==> config.mk <==
export PLATFORM = sky130hd
export DESIGN_NAME = uart_rx_os
export DESIGN_NICKNAME = d
export VERILOG_FILES = /design/src/rtl/uart_pkg.sv /design/src/rtl/uart_rx_fifo.sv /design/src/rtl/uart_rx_os.sv
export SDC_FILE = /design/constraint.sdc
export NUM_CORES = 1
export LEC_CHECK = 0
export BUFFER_PORTS_ARGS = -buffer_cell sky130_fd_sc_hd__buf_4
export CAP_MARGIN = 20
export CORE_MARGIN = 1.5
export CORE_UTILIZATION = 51
export DETAILED_ROUTE_END_ITERATION = 10
export PLACE_DENSITY = 0.72
export SLEW_MARGIN = 10
export SYNTH_ARGS = -nofsm -noshare
export SYNTH_HDL_FRONTEND = slang
export SYNTH_SLANG_ARGS = --single-unit
==> constraint.sdc <==
create_clock -name rx_clk -period 2.8 [get_ports rx_clk]
set_input_delay 0.28 -clock rx_clk [delete_from_list [all_inputs] [get_ports rx_clk]]
set_output_delay 0.28 -clock rx_clk [all_outputs]
set_load 0.02 [all_outputs]
==> src/rtl/uart_pkg.sv <==
// Shared definitions for the oversampling UART receiver.
//   rx_state_e        receiver FSM states
//   PARITY_*          parity_mode encodings (2'b11 behaves as none)
//   status word       {frame_err, parity_err, data[DATA_BITS-1:0]} as stored in the FIFO
package uart_pkg;

    typedef enum logic [2:0] {
        IDLE,
        START,
        DATA,
        PARITY,
        STOP,
        STOP2
    } rx_state_e;

    localparam logic [1:0] PARITY_NONE = 2'b00;
    localparam logic [1:0] PARITY_EVEN = 2'b01;
    localparam logic [1:0] PARITY_ODD  = 2'b10;

    // Status word field offsets
    localparam int unsigned STATUS_DATA_LSB = 0;

    function automatic int unsigned status_par_pos(input int unsigned data_bits);
        return data_bits;
    endfunction

    function automatic int unsigned status_frm_pos(input int unsigned data_bits);
        return data_bits + 1;
    endfunction

endpackage

==> src/rtl/uart_rx_fifo.sv <==
// First-word-fall-through FIFO for received status words.
//   clk, rst_n   clock, asynchronous active-low reset
//   wr_en/wr_data  push request and word
//   rd_en        pop request (ignored when empty)
//   rd_data      head word, forced to 0 while empty
//   full, empty, count  occupancy
// A push while full is accepted only when a pop happens in the same cycle.
module uart_rx_fifo #(
    parameter int unsigned WIDTH = 10,
    parameter int unsigned DEPTH = 8
) (
    input  logic                     clk,
    input  logic                     rst_n,
    input  logic                     wr_en,
    input  logic [WIDTH-1:0]         wr_data,
    input  logic                     rd_en,
    output logic [WIDTH-1:0]         rd_data,
    output logic                     full,
    output logic                     empty,
    output logic [$clog2(DEPTH):0]   count
);

    localparam int unsigned AW = $clog2(DEPTH);

    logic [WIDTH-1:0] mem [DEPTH];
    logic [AW-1:0]    wr_ptr_q, rd_ptr_q;
    logic [AW:0]      count_q;
    logic             do_push, do_pop;

    assign empty   = (count_q == '0);
    assign full    = (count_q == (AW+1)'(DEPTH));
    assign count   = count_q;
    assign do_pop  = rd_en & ~empty;
    assign do_push = wr_en & (~full | do_pop);
    assign rd_data = empty ? '0 : mem[rd_ptr_q];

    always_ff @(posedge clk) begin
        if (do_push) begin
            mem[wr_ptr_q] <= wr_data;
        end
    end

    always_ff @(posedge clk or negedge rst_n) begin
        if (!rst_n) begin
            wr_ptr_q <= '0;
            rd_ptr_q <= '0;
            count_q  <= '0;
        end else begin
            if (do_push) begin
                wr_ptr_q <= wr_ptr_q + 1'b1;
            end
            if (do_pop) begin
                rd_ptr_q <= rd_ptr_q + 1'b1;
            end
            if (do_push && !do_pop) begin
                count_q <= count_q + 1'b1;
            end else if (do_pop && !do_push) begin
                count_q <= count_q - 1'b1;
            end
        end
    end

endmodule

==> src/rtl/uart_rx_os.sv <==
// Oversampling UART receiver with programmable baud divisor, 5..9 data bits,
// none/even/odd parity, 1 or 2 stop bits, and a FWFT receive FIFO.
// Optional build macro: UART_RX_MAJORITY_VOTE_EN -- each bit is the majority of
// the samples at ticks mid-1, mid and mid+1 instead of a single mid-bit sample.
// Ports:
//   rx_clk, rst_n          clock, asynchronous active-low reset
//   serial_in              async serial line, idle high
//   baud_div               oversample tick period = baud_div+1 clocks
//   parity_mode, two_stop  frame format, latched at start-bit detection
//   rx_ready/rx_valid      FIFO head handshake
//   rx_data, parity_err, frame_err  head word and its status
//   overrun/overrun_clr    sticky dropped-word flag and its clear
//   fifo_count, busy       FIFO occupancy, FSM not idle
module uart_rx_os
    import uart_pkg::*;
#(
    parameter int unsigned DATA_BITS  = 8,
    parameter int unsigned OVERSAMPLE = 16,
    parameter int unsigned FIFO_DEPTH = 8
) (
    input  logic                          rx_clk,
    input  logic                          rst_n,
    input  logic                          serial_in,
    input  logic [15:0]                   baud_div,
    input  logic [1:0]                    parity_mode,
    input  logic                          two_stop,
    input  logic                          rx_ready,
    output logic                          rx_valid,
    output logic [DATA_BITS-1:0]          rx_data,
    output logic                          parity_err,
    output logic                          frame_err,
    output logic                          overrun,
    input  logic                          overrun_clr,
    output logic [$clog2(FIFO_DEPTH):0]   fifo_count,
    output logic                          busy
);

    localparam int unsigned OS_W   = $clog2(OVERSAMPLE);
    localparam int unsigned BIT_W  = $clog2(DATA_BITS + 1);
    localparam int unsigned SW     = DATA_BITS + 2;
    localparam int unsigned PAR_POS = status_par_pos(DATA_BITS);
    localparam int unsigned FRM_POS = status_frm_pos(DATA_BITS);
    localparam logic [OS_W-1:0] MID     = OS_W'(OVERSAMPLE / 2 - 1);
    localparam logic [OS_W-1:0] OS_LAST = OS_W'(OVERSAMPLE - 1);

    // Synchroniser plus one extra stage for edge detection
    logic sync1_q, sync2_q, prev_q;
    logic fall_edge, start_edge;

    always_ff @(posedge rx_clk or negedge rst_n) begin
        if (!rst_n) begin
            sync1_q <= 1'b1;
            sync2_q <= 1'b1;
            prev_q  <= 1'b1;
        end else begin
            sync1_q <= serial_in;
            sync2_q <= sync1_q;
            prev_q  <= sync2_q;
        end
    end

    rx_state_e state_q, state_d;

    assign fall_edge  = prev_q & ~sync2_q;
    assign start_edge = (state_q == IDLE) & fall_edge;

    // Tick generator and per-bit oversample counter, both aligned to the start edge
    logic [15:0]     tick_cnt_q;
    logic [OS_W-1:0] os_cnt_q;
    logic            tick;

    assign tick = (tick_cnt_q == baud_div);

    always_ff @(posedge rx_clk or negedge rst_n) begin
        if (!rst_n) begin
            tick_cnt_q <= '0;
            os_cnt_q   <= '0;
        end else if (start_edge) begin
            tick_cnt_q <= '0;
            os_cnt_q   <= '0;
        end else if (tick) begin
            tick_cnt_q <= '0;
            os_cnt_q   <= (os_cnt_q == OS_LAST) ? '0 : os_cnt_q + 1'b1;
        end else begin
            tick_cnt_q <= tick_cnt_q + 1'b1;
        end
    end

    // Bit decision point and value
    logic sample_now, bit_val;

`ifdef UART_RX_MAJORITY_VOTE_EN
    // Decision is taken at mid+1 using the two samples captured at mid-1 and mid
    logic [1:0] vote_q;

    always_ff @(posedge rx_clk or negedge rst_n) begin
        if (!rst_n) begin
            vote_q <= 2'b11;
        end else if (tick && (os_cnt_q == MID - 1'b1 || os_cnt_q == MID)) begin
            vote_q <= {vote_q[0], sync2_q};
        end
    end

    assign sample_now = tick & (os_cnt_q == MID + 1'b1);
    assign bit_val    = (vote_q[1] & vote_q[0]) | (vote_q[1] & sync2_q) | (vote_q[0] & sync2_q);
`else
    assign sample_now = tick & (os_cnt_q == MID);
    assign bit_val    = sync2_q;
`endif

    // Frame FSM and datapath
    logic [DATA_BITS-1:0] shift_q, shift_d;
    logic [BIT_W-1:0]     bit_cnt_q, bit_cnt_d;
    logic                 par_err_q, par_err_d;
    logic                 frm_err_q, frm_err_d;
    logic [1:0]           cfg_parity_q, cfg_parity_d;
    logic                 cfg_two_stop_q, cfg_two_stop_d;
    logic                 cfg_parity_en;
    logic                 stop_fe;
    logic                 push;
    logic [SW-1:0]        push_word;

    assign cfg_parity_en = (cfg_parity_q == PARITY_EVEN) | (cfg_parity_q == PARITY_ODD);
    assign stop_fe       = frm_err_q | ~bit_val;
    assign push_word     = {stop_fe, par_err_q, shift_q};

    always_ff @(posedge rx_clk or negedge rst_n) begin
        if (!rst_n) begin
            state_q        <= IDLE;
            shift_q        <= '0;
            bit_cnt_q      <= '0;
            par_err_q      <= 1'b0;
            frm_err_q      <= 1'b0;
            cfg_parity_q   <= PARITY_NONE;
            cfg_two_stop_q <= 1'b0;
        end else begin
            state_q        <= state_d;
            shift_q        <= shift_d;
            bit_cnt_q      <= bit_cnt_d;
            par_err_q      <= par_err_d;
            frm_err_q      <= frm_err_d;
            cfg_parity_q   <= cfg_parity_d;
            cfg_two_stop_q <= cfg_two_stop_d;
        end
    end

    always_comb begin
        state_d        = state_q;
        shift_d        = shift_q;
        bit_cnt_d      = bit_cnt_q;
        par_err_d      = par_err_q;
        frm_err_d      = frm_err_q;
        cfg_parity_d   = cfg_parity_q;
        cfg_two_stop_d = cfg_two_stop_q;
        push           = 1'b0;

        unique case (state_q)
            IDLE: begin
                if (fall_edge) begin
                    state_d        = START;
                    cfg_parity_d   = parity_mode;
                    cfg_two_stop_d = two_stop;
                    par_err_d      = 1'b0;
                    frm_err_d      = 1'b0;
                    bit_cnt_d      = '0;
                end
            end
            START: begin
                if (sample_now) begin
                    // Line back high at mid-start: treat as a glitch
                    state_d   = bit_val ? IDLE : DATA;
                    bit_cnt_d = '0;
                end
            end
            DATA: begin
                if (sample_now) begin
                    shift_d = {bit_val, shift_q[DATA_BITS-1:1]};
                    if (bit_cnt_q == BIT_W'(DATA_BITS - 1)) begin
                        state_d = cfg_parity_en ? PARITY : STOP;
                    end else begin
                        bit_cnt_d = bit_cnt_q + 1'b1;
                    end
                end
            end
            PARITY: begin
                if (sample_now) begin
                    par_err_d = (cfg_parity_q == PARITY_ODD) ? ~^{shift_q, bit_val}
                                                              : ^{shift_q, bit_val};
                    state_d   = STOP;
                end
            end
            STOP: begin
                if (sample_now) begin
                    if (cfg_two_stop_q) begin
                        frm_err_d = stop_fe;
                        state_d   = STOP2;
                    end else begin
                        push    = 1'b1;
                        state_d = IDLE;
                    end
                end
            end
            STOP2: begin
                if (sample_now) begin
                    push    = 1'b1;
                    state_d = IDLE;
                end
            end
            default: state_d = IDLE;
        endcase
    end

    // Receive FIFO and sticky overrun
    logic [SW-1:0] head;
    logic          fifo_full, fifo_empty, pop;

    assign pop = rx_valid & rx_ready;

    uart_rx_fifo #(
        .WIDTH (SW),
        .DEPTH (FIFO_DEPTH)
    ) u_fifo (
        .clk     (rx_clk),
        .rst_n   (rst_n),
        .wr_en   (push),
        .wr_data (push_word),
        .rd_en   (pop),
        .rd_data (head),
        .full    (fifo_full),
        .empty   (fifo_empty),
        .count   (fifo_count)
    );

    logic overrun_q;

    always_ff @(posedge rx_clk or negedge rst_n) begin
        if (!rst_n) begin
            overrun_q <= 1'b0;
        end else if (push && fifo_full && !pop) begin
            overrun_q <= 1'b1;
        end else if (overrun_clr) begin
            overrun_q <= 1'b0;
        end
    end

    assign overrun    = overrun_q;
    assign rx_valid   = ~fifo_empty;
    assign rx_data    = head[STATUS_DATA_LSB +: DATA_BITS];
    assign parity_err = head[PAR_POS];
    assign frame_err  = head[FRM_POS];
    assign busy       = (state_q != IDLE);

endmodule

After elaboration in Yosys (flattened, before gate mapping)

Memories as Yosys holds them, arrays and structs flattened.
Cells that the tools add are included.

Output and inout port bits: 17
Input port bits: 24
Bits in writable memories: 80
Bits in registers: 54
Word-level logic and storage cells: 120
Memories kept: 1

Memory list:

| name       | depth | width | rd ports | clocked after memory_dff | write ports | line               | RTL |
|---|---|---|---|---|---|---|---|
| u_fifo.mem | 8     | 10    | 1        | 0                        | 1           | uart_rx_fifo.sv:25 | `logic [WIDTH-1:0] mem [DEPTH];` |

Reductions and logical operators: 24
$add $sub $neg: 7
Bitwise gates (word level): 12
Equality and inequality tests: 21
Multiplexer cells: 39

Operators by type and width:

| kind                                                            | count |
|---|---|
| 4-bit two-way mux                                               | 9 |
| 16-bit two-way mux                                              | 2 |
| 3-bit two-way mux                                               | 9 |
| 2-bit inequality test, second input constant                    | 9 |
| 3-bit one-hot mux with 6 select lines                           | 1 |
| 16-bit by 1-bit adder with 16-bit output, second input constant | 1 |
| 16-bit == test                                                  | 1 |
| 4-bit by 1-bit adder with 4-bit output, second input constant   | 3 |
| 1-bit two-way mux                                               | 12 |
| 4-bit one-hot mux with 3 select lines                           | 1 |
| 10-bit two-way mux                                              | 1 |
| 2-bit nonzero test                                              | 5 |
| 9-bit XNOR reduction                                            | 1 |
| 9-bit XOR reduction                                             | 1 |
| 4-bit by 3-bit == test with 1-bit output, second input constant | 2 |
| 4-bit == test, second input constant                            | 2 |
| 7-bit AND reduction                                             | 1 |
| 3-bit by 1-bit adder with 3-bit output, second input constant   | 2 |
| 1-bit AND                                                       | 6 |
| 3-bit by 2-bit == test with 1-bit output, second input constant | 2 |
| 3-bit == test, second input constant                            | 2 |
| 1-bit one-hot mux with 2 select lines                           | 3 |
| 3-bit nonzero test                                              | 2 |
| 5-bit AND reduction                                             | 1 |
| 14 further kinds                                                | 24 |

Logic depth before layout (Yosys ltp)

Word-level depth: 10
Depth in mapped cells: 13
Depth with buffers taken out: 12

Hierarchy

A second synthesis with hierarchy kept.

Cells, all modules: 412
Area total of the unflattened synthesis: 5,963.2 um^2

By module, submodules not included:

| module       | times used | cells each | area an instance (um^2) |
|---|---|---|---|
| uart_rx_fifo | 1          | 180        | 3,638.5 |
| uart_rx_os   | 1          | 232        | 2,324.7 |

Worst setup path after synthesis

OpenSTA, ideal clock, no wires.

Path kind: reg2reg
Start: reg tick_cnt_q[2]
End: reg u_fifo.count_q[3], in the netlist u_fifo.count[3]
Cell stages (with the launch flop): 14
Arrival time: 2.729 ns
Clock period less this slack: 2.862 ns
Setup slack: -0.062 ns
Cell sequence: dfrtp_1 > xor2_1 > nor4_1 > nand4_1 > buf_4 > nor4_4 > ha_1 > inv_1 > ha_1 > a21o_1 > a21oi_1 > xnor2_1 > nor2_1 > xor2_1

Cells in the longest elaborated chain, start to end: 8
Elaborated cells on any way between the ends: 11

RTL lines:

| what                                        | line                                 | RTL |
|---|---|---|
| start: declaration                          | uart_rx_os.sv:68                     | `logic [15:0] tick_cnt_q;` |
| start signal: assignment                    | uart_rx_os.sv:85                     | `tick_cnt_q <= tick_cnt_q + 1'b1;` |
| 16-bit == test *                            | uart_rx_os.sv:72                     | `assign tick = (tick_cnt_q == baud_div);` |
| 1-bit AND *                                 | uart_rx_os.sv:107                    | `assign sample_now = tick & (os_cnt_q == MID);` |
| 1-bit two-way mux, on equally long branches | uart_rx_os.sv:204, uart_rx_os.sv:193 |  |
| 1-bit one-hot mux with 2 select lines *     | uart_rx_os.sv:157                    | `unique case (state_q)` |
| 1-bit AND *                                 | uart_rx_fifo.sv:34                   | `assign do_push = wr_en & (~full \| do_pop);` |
| named net u_fifo.do_push                    | uart_rx_fifo.sv:28                   | `logic do_push, do_pop;` |
| 1-bit logical NOT                           | uart_rx_fifo.sv:57                   | `end else if (do_pop && !do_push) begin` |
| 1-bit logical AND                           | uart_rx_fifo.sv:57                   |  |
| 2-bit nonzero test (no source line)         | --                                   |  |
| end signal: assignment                      | uart_rx_fifo.sv:56                   | `count_q <= count_q + 1'b1;` |
| end signal: assignment                      | uart_rx_fifo.sv:58                   | `count_q <= count_q - 1'b1;` |
| end: declaration                            | uart_rx_fifo.sv:27                   | `logic [AW:0] count_q;` |

The timed path passes the listed nets; every way through them passes the cells marked *.
A chain may end at the register's enable or synchronous reset.

Final worst setup path

Start: reg tick_cnt_q[11]
End: reg u_fifo.count_q[3], in the netlist u_fifo.count[3]

Same word-level chain as after synthesis.

==> flow_metrics.tcl <==
set metrics [dict create \
    status "complete, no violations" \
    design.final.nets 513 \
    hold_depth 3 \
    cp_top_family "simple AND/OR/NAND/NOR gates" \
    worst_hold_startpoint "two_stop" \
    drt-vias-per-instance 5.420 \
    post_layout_nonfiller_instances 635 \
    ioPinCount 41 \
    worstSetupPathType "reg -> reg" \
    largest_net_degree_at_the_start_of_global_routing 55 \
    cts.sinks 134 \
    synth_seq_area_share_pct 63.54 \
    globalRouteOverflowTotal 0 \
    remaining_drc_errors 0 \
    synth_top_family_by_area "multiplexers" \
    area.growth.synth_to_final_pct 21.33 \
    crit_path_max_fanout 3 \
    timing.setup.tns_ps 0 \
    critical_path_arrival_ps 3030 \
    die_x_um 110.7 \
    cp_num_buf_inv 2 \
    tritoncts "built" \
    route.vias.total 3442 \
    worst_skew_pair_latency_ps 410 \
    routed_wirelength_mm 10.55 \
    clk_path_buf_depth 2 \
    synthMuxAreaShare_pct 11.57 \
    worst-slew-pin-transition_ps 705.6 \
    power.ir.vdd_worst_mv 0.5001 \
    dp.final_hpwl_mm 6.964 \
    io_buffer_count 40 \
    required_ps 3090 \
    yosys.area_share.xor_xnor_pct 7.110 \
    maxSlewHeadroom_pct 52.96 \
    post_synth_and_or_nand_nor_area_fraction_pct 10.22 \
    finalHoldViolations 0 \
    critPathMostFrequentCell "sky130_fd_sc_hd__xor2_1" \
    die-area_sq_um 12250 \
    synth_enable_flop_cells 80 \
    kind_of_capture_point_of_the_worst_setup_path "flop" \
    rows 39 \
    die_y_um 110.7 \
    antenna_violations_before_repair 0 \
    rrSetupSlack_ps 60 \
    hold-worst-slack_ps 55.45 \
    fmax_mhz 365.0 \
    synth_area_sq_um 5913 \
    timing.critical_path.cells "xor2_1 > nor4_1 > nand4_1 > buf_4 > nor4_4 > ha_2 > inv_4 > ha_4 > a21o_1 > a21oi_2 > xnor2_1 > nor2_1 > xor2_1" \
    yosys-top-cells-area "sky130_fd_sc_hd__edfxtp_1, sky130_fd_sc_hd__dfrtp_1, sky130_fd_sc_hd__mux4_2" \
    synth_area_per_cell_sq_um 14.60 \
    initial_core_utilization_pct 52.01 \
    drv.max_cap_violation_count 0 \
    global_route_wire_length_before_repair_mm 17.88 \
    clkSlewWorstSetupHoldPaths_ps 60 \
    via_count_of_the_first_global_routing_pass 3481 \
    synth.net_count 439 \
    start_kind "flop" \
    static_leakage_nw 3.047 \
    synth_compound_area_share_pct 3.809 \
    routedWlPerCell_um 16.61 \
    clockRootBuffer "sky130_fd_sc_hd__clkbuf_16" \
    gp_congestion 0.8107 \
    drt-initial-drc-count 219 \
    stage_delay_of_the_slowest_cell_on_the_critical_path_ps 390 \
    timing.hold.worst_endpoint "cfg_two_stop_q" \
    final_antenna_violating_net_count 0 \
    synthTopCellsByCount "sky130_fd_sc_hd__edfxtp_1, sky130_fd_sc_hd__dfrtp_1, sky130_fd_sc_hd__nor2_1" \
    core_area_sq_um 11370 \
    antenna_cells 0 \
    post_route_cells_drive_above_1_share_pct 29.47 \
    ys_types 50 \
    period_minus_slack_ps 2740 \
    slew_violations 0 \
    globalRouteTotalUtil_pct 18.84 \
    worst_r2r_startpoint "tick_cnt_q[11]" \
    postLayoutCoreUtil_pct 63.10 \
    yosysMostFrequentCell "sky130_fd_sc_hd__edfxtp_1" \
    r2r_cells 13 \
    tightest_hold_check_type "in -> reg" \
    async_reset_ff_share_pct 40.30 \
    power_density_nw_per_um2 783.4 \
    drt_pass1_iterations 4 \
    numCtsBuffers 17 \
    timing.clock.skew_ps 8.898 \
    post-route-period-util_pct 97.86 \
    rsz0062_at_grt "yes" \
    yosys_warnings 0 \
    placed_cells_incl_taps 595 \
    cts-htree-levels 4 \
    critical_path.slowest_cell "sky130_fd_sc_hd__dfrtp_1" \
    synth.largest_area_cell "sky130_fd_sc_hd__edfxtp_1" \
    synth_flop_cell "sky130_fd_sc_hd__edfxtp_1" \
    post-synth-top-area-fraction_pct 40.63 \
    synth.ff_latch_count 134 \
    synth_adder_area_share_pct 2.243 \
    critical_path.reg2reg.endpoint "u_fifo.count[3]" \
    timing.final.setup_violations 0 \
    number_of_instances_in_the_synthesized_netlist 405 \
]
## per-stage QoR
stage	power (mW)	area [sq um]	setup WS, ps
2_1_floorplan	3.073	5913	54.37
3_3_place_gp	3.367	6479	-28.83
3_5_place_dp	3.397	6479	-50.89
4_1_cts	5.657	7107	48.37
5_1_grt	5.879	7174	-137.3
6_report	5.620	7174	60.00
## routing by layer
metal / track usage [%] / vias to the layer above / part of all wire, %
met5: 0 / - / 0
met4: 6.068 / 0 / 0.76
met3: 5.631 / 9 / 3.9
li1: - / 1652 / -
met1: 25.29 / 1703 / 46
met2: 29.79 / 78 / 50
## placed cells by master, fill, tap and decap left out, types with 8 or more instances in the layout
cell,Yosys,routed
sky130_fd_sc_hd__inv_1,9,8
sky130_fd_sc_hd__dfrtp_1,51,48
sky130_fd_sc_hd__mux2_2,11,11
sky130_fd_sc_hd__xnor2_1,22,22
sky130_fd_sc_hd__clkbuf_16,0,17
sky130_fd_sc_hd__nand3_1,10,10
sky130_fd_sc_hd__buf_4,1,64
sky130_fd_sc_hd__nand2b_1,9,9
sky130_fd_sc_hd__mux4_2,20,20
sky130_fd_sc_hd__nand2_1,27,27
sky130_fd_sc_hd__mux2i_1,11,11
sky130_fd_sc_hd__nor2_1,44,44
sky130_fd_sc_hd__edfxtp_1,80,80
sky130_fd_sc_hd__xor2_1,26,26
## repair_timing
action / 4_1_cts / 5_1_grt
endpoints found under the setup margin: 1 / 1
buffers inserted: 1 / 5
gates resized for setup: 0 / 9
hold buffers: 2 / 0
endpoints found under the hold margin: 52 / 0
pin swaps: 1 / 10
## registers in the layout, summed over array words and instances (netlist names), 2 cells and up
signal / count
tick_cnt_q: 16
shift_q: 8
os_cnt_q: 4
state_q: 3
u_fifo.mem: 80
u_fifo.rd_ptr_q: 3
u_fifo.count: 4
cfg_parity_q: 2
u_fifo.wr_ptr_q: 3
bit_cnt_q: 4
## power breakdown
group          internal, mW  leakage [nW]  switching (mW)
Clock                  1.40         0.292           0.847
Combinational         0.501          1.15           0.485
Sequential             2.20          1.60           0.177
Total                  4.11          3.05            1.51
## tightest hold or removal path, cell delays in order
cell and delay, ps:
sky130_fd_sc_hd__buf_4 80, sky130_fd_sc_hd__nand2_1 40, sky130_fd_sc_hd__nand2_1 40
## worst max-delay path by stage
stage               slack (ps)            from  depth (start not counted)              end
floorplan                   50   tick_cnt_q[2]                         13  u_fifo.count[3]
global placement           -30    baud_div[11]                         13  u_fifo.count[3]
detailed placement         -50    baud_div[11]                         13  u_fifo.count[3]
CTS                         50  tick_cnt_q[11]                         13  u_fifo.count[3]
global route              -140   tick_cnt_q[7]                         13  u_fifo.count[3]
finish                      60  tick_cnt_q[11]                         13  u_fifo.count[3]
## cell families after synthesis
kind of cell / Yosys count
flip-flops: 134
AND/OR/NAND/NOR: 122
XOR/XNOR: 48
multiplexers: 42
AO/OA/AOI/OAI: 29
buffers and inverters: 20
adder cells (fa/ha/maj): 10
## area by class of cell
class                      count  area [sq um]
clock buffer                  17         425.4
fill                         832          4195
multi-input combinational    251          2097
tap                          143         178.9
inverter                       9         36.28
sequential                   134          3761
clock inverter                15         175.2
timing repair buffer          66         500.5
Power figures use the tool's default switching activity.
